<file path="config.mk">
export PLATFORM = sky130hd
export DESIGN_NAME = acc_cpu
export DESIGN_NICKNAME = d
export VERILOG_FILES = /design/src/rtl/acc_cpu.sv
export SDC_FILE = /design/constraint.sdc
export NUM_CORES = 2
export LEC_CHECK = 0
export BUFFER_PORTS_ARGS = -buffer_cell sky130_fd_sc_hd__buf_2
export CORE_ASPECT_RATIO = 0.75
export CORE_MARGIN = 2
export CORE_UTILIZATION = 40
export CTS_CLUSTER_DIAMETER = 100
export DETAILED_ROUTE_END_ITERATION = 6
export SKIP_LAST_GASP = 1
export SLEW_MARGIN = 10
export SYNTH_ARGS = -nofsm -noshare
export SYNTH_HDL_FRONTEND = slang
export SYNTH_SLANG_ARGS = --single-unit
export TNS_END_PERCENT = 50
</file>
<file path="constraint.sdc">
create_clock -name clk -period 9 [get_ports clk]
set_clock_uncertainty 0.1 [all_clocks]
set_input_delay 1.8 -clock clk [delete_from_list [all_inputs] [get_ports clk]]
set_output_delay 1.8 -clock clk [all_outputs]
set_load 0.05 [all_outputs]
</file>
<file path="src/rtl/acc_cpu.sv">
// Accumulator CPU: byte-wide program memory, one clock per FSM state; NOP 1 clk, HLT/undefined 1 clk, two-byte ops 3 clk.
// No backpressure: start is only honoured in IDLE and HALT.
module acc_cpu #(
  parameter int DATA_W = 32,
  parameter int ADDR_W = 8
) (
  input  logic              clk,
  input  logic              rst,
  input  logic              start,
  output logic [DATA_W-1:0] result,
  output logic [ADDR_W-1:0] pc,
  output logic              halted,
  output logic              error
);

  localparam int DEPTH = 2**ADDR_W;

  localparam logic [7:0] OP_NOP = 8'h00;
  localparam logic [7:0] OP_LDA = 8'h01;
  localparam logic [7:0] OP_ADD = 8'h02;
  localparam logic [7:0] OP_SUB = 8'h03;
  localparam logic [7:0] OP_STA = 8'h04;
  localparam logic [7:0] OP_JMP = 8'h05;
  localparam logic [7:0] OP_JZ  = 8'h06;
  localparam logic [7:0] OP_HLT = 8'hFF;

  typedef enum logic [2:0] {IDLE, FETCH_OP, FETCH_ARG, EXEC, HALT} state_t;

  logic [7:0] mem [0:DEPTH-1];

  state_t            state, state_nxt;
  logic [7:0]        opcode, opcode_nxt;
  logic [ADDR_W-1:0] operand, operand_nxt;
  logic [DATA_W-1:0] acc, acc_nxt;
  logic [ADDR_W-1:0] pc_nxt;
  logic              error_nxt;
  logic              mem_we;

  logic [7:0]        cur_byte;
  logic [DATA_W-1:0] arg_ext;
  logic              two_byte;
  logic              is_nop;
  logic              is_hlt;

  assign cur_byte = mem[pc];
  assign arg_ext  = DATA_W'(mem[operand]);
  assign two_byte = (cur_byte >= OP_LDA) && (cur_byte <= OP_JZ);
  assign is_nop   = (cur_byte == OP_NOP);
  assign is_hlt   = (cur_byte == OP_HLT);

  always_ff @(posedge clk or negedge rst) begin
    if (!rst) state <= IDLE;
    else      state <= state_nxt;
  end

  always_comb begin
    state_nxt = state;
    case (state)
      IDLE:      if (start) state_nxt = FETCH_OP;
      FETCH_OP: begin
        if (two_byte)    state_nxt = FETCH_ARG;
        else if (is_nop) state_nxt = FETCH_OP;
        else             state_nxt = HALT;
      end
      FETCH_ARG: state_nxt = EXEC;
      EXEC:      state_nxt = FETCH_OP;
      HALT:      if (start) state_nxt = FETCH_OP;
      default:   state_nxt = IDLE;
    endcase
  end

  always_comb begin
    acc_nxt     = acc;
    pc_nxt      = pc;
    opcode_nxt  = opcode;
    operand_nxt = operand;
    error_nxt   = error;
    mem_we      = 1'b0;
    case (state)
      FETCH_OP: begin
        opcode_nxt = cur_byte;
        // An undefined opcode leaves pc pointing at the offending byte.
        if (two_byte || is_nop || is_hlt) pc_nxt = pc + ADDR_W'(1);
        else                              error_nxt = 1'b1;
      end
      FETCH_ARG: begin
        operand_nxt = ADDR_W'(cur_byte);
        pc_nxt      = pc + ADDR_W'(1);
      end
      EXEC: begin
        case (opcode)
          OP_LDA:  acc_nxt = arg_ext;
          OP_ADD:  acc_nxt = acc + arg_ext;
          OP_SUB:  acc_nxt = acc - arg_ext;
          OP_STA:  mem_we  = 1'b1;
          OP_JMP:  pc_nxt  = operand;
          OP_JZ:   if (acc == '0) pc_nxt = operand;
          default: ;
        endcase
      end
      HALT: begin
        if (start) begin
          acc_nxt   = '0;
          pc_nxt    = '0;
          error_nxt = 1'b0;
        end
      end
      default: ;
    endcase
  end

  always_ff @(posedge clk or negedge rst) begin
    if (!rst) begin
      acc     <= '0;
      pc      <= '0;
      opcode  <= '0;
      operand <= '0;
      error   <= 1'b0;
      halted  <= 1'b0;
    end else begin
      acc     <= acc_nxt;
      pc      <= pc_nxt;
      opcode  <= opcode_nxt;
      operand <= operand_nxt;
      error   <= error_nxt;
      halted  <= (state_nxt == HALT);
    end
  end

  // Memory has no reset; the rst gate keeps an aborted STA from landing.
  always_ff @(posedge clk) begin
    if (mem_we && rst) mem[operand] <= acc[7:0];
  end

  assign result = acc;

endmodule

</file>
==> Yosys cells after proc, flatten, opt, wreduce, memory -nomap -nowiden <==
Memories as Yosys holds them, arrays and structs flattened.
Cells that the tools add are included.
{ "op_classes": {"add_sub_neg": 3, "order_cmp": 2, "n_eq_ne": 18, "n_mux": 19, "reduce_logical": 14} }
{ "ops": {"columns": ["op", "count"], "rows": [
  ["32-bit case mux with 3 select lines", 1],
  ["32-bit case mux with 2 select lines", 1],
  ["32-bit by 8-bit adder with 32-bit output", 1],
  ["32-bit zero test", 1],
  ["32-bit two-way mux", 1],
  ["8-bit case mux with 4 select lines", 1],
  ["32-bit by 8-bit subtractor with 32-bit output", 1],
  ["8-bit by 3-bit equality test with 1-bit output (second input constant)", 3],
  ["8-bit two-way mux", 3],
  ["8-bit by 2-bit equality test with 1-bit output (second input constant)", 2],
  ["8-bit case mux with 2 select lines", 1],
  ["3-bit case mux with 4 select lines", 1],
  ["3-bit two-way mux", 3],
  ["8-bit by 1-bit adder with 8-bit output (second input constant)", 1],
  ["8-bit by 1-bit equality test with 1-bit output (second input constant)", 1],
  ["8-bit equality test (second input constant)", 1],
  ["8-bit by 1-bit greater-or-equal comparator with 1-bit output (second input constant)", 1],
  ["8-bit by 3-bit less-or-equal comparator with 1-bit output (second input constant)", 1],
  ["8-bit zero test", 1],
  ["3-bit by 2-bit equality test with 1-bit output (second input constant)", 2],
  ["3-bit equality test (second input constant)", 2],
  ["1-bit two-way mux", 6],
  ["2-bit != test (second input constant)", 3],
  ["3-bit AND reduction", 2],
  ["other kinds (12)", 15]
]} }
{ "totals": {"ff_bits": 61, "mem_bits_rw": 2048, "in_bits": 3, "out_inout_bits": 42, "elab_cells": 64, "mem_count": 1} }
{ "memory_table": {"columns": ["name", "depth", "width", "rd", "rd_clocked_by_memory_dff", "wr", "line_no", "source"], "rows": [
  ["mem", 256, 8, 2, 0, 1, "29", "logic [7:0] mem [0:DEPTH-1];"]
]} }

==> Depth between registers and ports, before layout <==
An unclocked memory read counts as a cell.
{ "logic_depth": {"word_depth": 7, "depth_mapped": 29, "depth_no_buf": 25} }

==> Worst setup path after synthesis <==
Ideal clock, no wire load.
{ "synth_path": {"path_type": "register to register", "from": "register acc[2], in the netlist result[2]", "to": "register acc[30], in the netlist result[30]", "setup_time_ns": 0.133, "arrival_ns": 6.615, "required_time_ns": 8.767, "slack_ns": 2.152, "stages_incl_launch_ff": 14, "path_buffers": 0, "synth_period_minus_slack_ns": 6.848, "path_cell_list": "dfrtp_1 > ha_1 > nor2b_1 > o21a_1 > o21ai_0 > a221oi_1 > o21ai_0 > a21boi_0 > o41ai_1 > a31oi_1 > a311o_1 > a31oi_1 > xor2_1 > o21ai_0"} }
{ "synth_between": {"elab_chain_cells": 3, "word_cells_on_any_way": 4, "cone_classes": "2 x add/sub; 2 x mux"} }
{ "synth_lines": {"columns": ["element", "line_no", "source"], "rows": [
  ["start, declared", "34", "logic [DATA_W-1:0] acc, acc_nxt;"],
  ["start signal, assigned", "121", "acc <= acc_nxt;"],
  ["32-bit by 8-bit subtractor with 32-bit output or 32-bit by 8-bit adder with 32-bit output (tied branches)", "94, 93", null],
  ["32-bit case mux with 3 select lines (*)", "91", "case (opcode)"],
  ["32-bit case mux with 2 select lines (*)", "79", "case (state)"]
]} }
Mark *: on every way between the ends. The rest lies on a longest branch, timed or not.
A chain may end at the register's enable or synchronous reset.

==> Worst setup path in the final report <==
{ "layout_path": {"from": "register operand[0]", "to": "register acc[31], in the netlist result[31]"} }
{ "layout_between": {"elab_chain_cells": 4, "word_cells_on_any_way": 5, "cone_classes": "2 x add/sub; 2 x mux; 1 x memory"} }
{ "layout_lines": {"columns": ["element", "line_no", "source"], "rows": [
  ["start, declared", "33", "logic [ADDR_W-1:0] operand, operand_nxt;"],
  ["start signal, assigned", "124", "operand <= operand_nxt;"],
  ["memory 256 x 8 bit (*)", null, null],
  ["32-bit by 8-bit subtractor with 32-bit output or 32-bit by 8-bit adder with 32-bit output (tied branches)", "94, 93", null],
  ["32-bit case mux with 3 select lines (*)", "91", null],
  ["32-bit case mux with 2 select lines (*)", "79", null]
]} }
Marked as above.

==> impl_metrics.csv <==
group,metric,value,unit
synth,yosysWarningCount,0,
floorplanning,die-area,256000,µm²
timing,period_needed,8.55,ns
placement,post-dp-hpwl,232000,µm
timing,slew_headroom,2.03,%
status,status,"finished, final reports clean",
worst_setup_path,critPathMaxStageDelay,1.06,ns
clock_tree,cts-buffers-inserted,206,
final_layout,final_nets,5479,
synth,synthDistinctLibCells,86,
synth,synth_enable_flop_cells,2048,
detailed_routing,route.vias.total,60425,
synth,yosys-top-cells-count,"edfxtp_1 (2,048), mux4_2 (1,073), nor2_1 (355)",
synth,async_flop_share,2.89,%
placement,placed_cells,8528,
clock_tree,clockBufferDepth,4,
timing,setup_violations,0,
worst_setup_path,critPathKind,"flop to flop",
worst_setup_path,cp_common_cell,"mux4_2",
synth,synth.most_common_cell,"edfxtp_1",
grt,antenna_found_initial,24,
grt,grtUsageTotal,27.6,%
worst_setup_path,start_kind,"flop",
floorplanning,start_util,40.3,%
synth,postSynthCellCount,5300,
clock_tree,cts_sinks,2109,
floorplanning,ios,45,
clock_tree,ctsResizeCount,0,
clock_tree,postCtsSetupRepairBufs,0,
timing,drv_slew,0,
synth,synth_top_cell_area_share,61.0,%
synth,ys_seq_area_share,62.5,%
detailed_routing,viasPerCell,6.79,
grt,grt_pass1_wl,488000,µm
grt,grt_pass1_vias,57908,
clock_tree,worst_skew_pair.late_latency,0.90,ns
job,drv_cap,0,
final_layout,fin_util,44.7,%
worst_setup_path,slowest_stage,"dfrtp_4",
floorplanning,fp.dieW,584,µm
detailed_routing,ant_nets,0,
worst_setup_path,cpLargestDelayFamily,"compound AO/OA/AOI/OAI gates",
synth,synthesis.nets,5343,
grt,grt_max_degree,166,
synth,synth_ff_type,"edfxtp_1",
synth,syn_avg_cell_area,19.0,µm²
clock_tree,h-tree-depth,4,
synth,synthesis.area,101000,µm²
timing,setup_slack,0.448,ns
timing,rsz0062_at_grt,"false",
worst_setup_path,crit_required,9.71,ns
detailed_routing,wl_per_cell,40.1,µm
min_path,hp-class,"flop to flop",
pwr,p_per_area,344,nW/µm²
floorplanning,die_h,439,µm
detailed_routing,routed_wl,357000,µm
worst_setup_path,endpoint_kind,"flop",
clock_tree,hold_buffers,0,
worst_setup_path,critPathMaxFanout,28,
synth,ys_ff_latch,2109,
pwr,p_leak,35.0,nW
placement,dpl_worst_slack,0.791,ns
detailed_routing,drcViolationCount,0,
synth,ys_top_cells_by_area,"edfxtp_1 (61%), mux4_2 (24%), mux2i_1 (1.6%)",
worst_setup_path,arrival,9.26,ns
pwr,vdd_drop_max,0.296,mV
placement,gp_congestion,0.980,
detailed_routing,first_iter_violations,10333,
synth,yosys.area.top_type,"edfxtp_1",
worst_setup_path,crit_chain,"buf_4, mux4_2, mux4_2, mux4_2, nor2_1, a311oi_1, nor4_2, nand2_2, nor3_2, nand3_1, nand2_1, ha_1, and3_1, a31oi_1, o21ai_0, a21o_1, a21o_1, a21oi_1, a21boi_0, a311oi_1, o41ai_1, a2111oi_0, o22ai_1, o21ai_0",
grt,grt_remaining_overflow,0,
worst_setup_path,worst-path-buf-inv,1,
timing,final.setup.tns,0,ns
detailed_routing,first_pass_iters,6,
timing,worstMarginPinSlew,1.46,ns
clock_tree,root_buffer,"clkbuf_16",
timing,holdWs,0.392,ns
clock_tree,cts_tree,"built",
floorplanning,coreArea,250000,µm²
final_layout,syn_to_final_growth,10.9,%
placement,io_buffers,44,
clock_tree,path_clk_slew,0.07,ns
floorplanning,rows,159,
final_layout,stdcell_count,8898,
timing,hold_viol_final,0,
timing,clock.fmax,117,MHz
timing,min_period_over_period,95.0,%
final_layout,drive_gt1_share,32.0,%
kinds of logic after synthesis:
kind of cell               share of synthesized area (%)
muxes                                               26.9
xor gates and xnor gates                           0.260
buffers and inverters                               2.52
DFF                                                 62.5
AOI/OAI and AO/OA                                   3.66
adders and majority gates                          0.504
and+or+nand+nor                                     3.64
final timing paths:
path,from,end,slack [ns],cells after the start
min in group asynchronous,rst,result[21],0.84,1
setup / recovery,operand[0],result[31],0.45,24
hold / removal,opcode[5],opcode[5],0.39,2
setup reg to reg,operand[0],result[31],0.45,24
max in group asynchronous,rst,result[3],6.89,2
hold reg to reg,opcode[5],opcode[5],0.39,2
layout by cell type (no fill, tap or decap), types with 50 or more instances in the layout:
| cell type | netlist | routed |
|---|---|---|
| mux4_2 | 1073 | 1073 |
| nor2_1 | 355 | 347 |
| mux2i_1 | 161 | 161 |
| clkinv_1 | 2 | 50 |
| buf_4 | 52 | 256 |
| a21oi_1 | 114 | 114 |
| nand3_1 | 71 | 69 |
| clkbuf_16 | 0 | 208 |
| a22oi_1 | 73 | 73 |
| nand2_1 | 214 | 206 |
| edfxtp_1 | 2048 | 2048 |
| o21ai_0 | 97 | 96 |
registers in the layout, summed over array words and instances, names as in the netlist:
register,count
state,3
halted,1
mem,2048
opcode,8
operand,8
result,32
error,1
pc,8
report_power, final:
part	total, mW	leakage (nW)	internal [mW]	switching, mW
Clock	8.34	3.02	4.52	3.82
Combinational	17.4	12.6	6.66	10.7
Sequential	12.8	19.4	12.0	0.795
Total	38.5	35.0	23.1	15.4
layout make-up:
cell class,instances,area [µm²]
fill,21067,139000
sequential,2109,63100
multi-input combinational,2754,35400
clock buffer,256,5410
tap,3300,4130
timing repair buffer,338,2900
clock inverter,106,767
inverter,27,104
antenna,8,20.0
routing by layer:
| layer | wire length (µm) | vias up | share of wire (%) | GRT usage, % |
|---|---|---|---|---|
| met2 | 150000 | 4476 | 42 | 38.7 |
| li1 | - | 22933 | - | - |
| met1 | 136000 | 32196 | 38 | 38.3 |
| met5 | 436 | - | 0.12 | 0.612 |
| met4 | 14800 | 36 | 4.2 | 10.0 |
| met3 | 55300 | 784 | 15 | 11.7 |
worst min-delay path, delay by kind of cell (launching register included):
kind	cells	cell delay (ns)
AO/OA/AOI/OAI	1	0.06
AND/OR/NAND/NOR	1	0.05
flip-flops	1	0.35
stage by stage:
step	area [µm²]	total power, mW
finish	112000	38.5
floorplan	101000	23.4
detailed placement	106000	29.8
global placement	106000	29.8
CTS	112000	38.1
global route	112000	39.3
(Power assumes the default switching activity.)
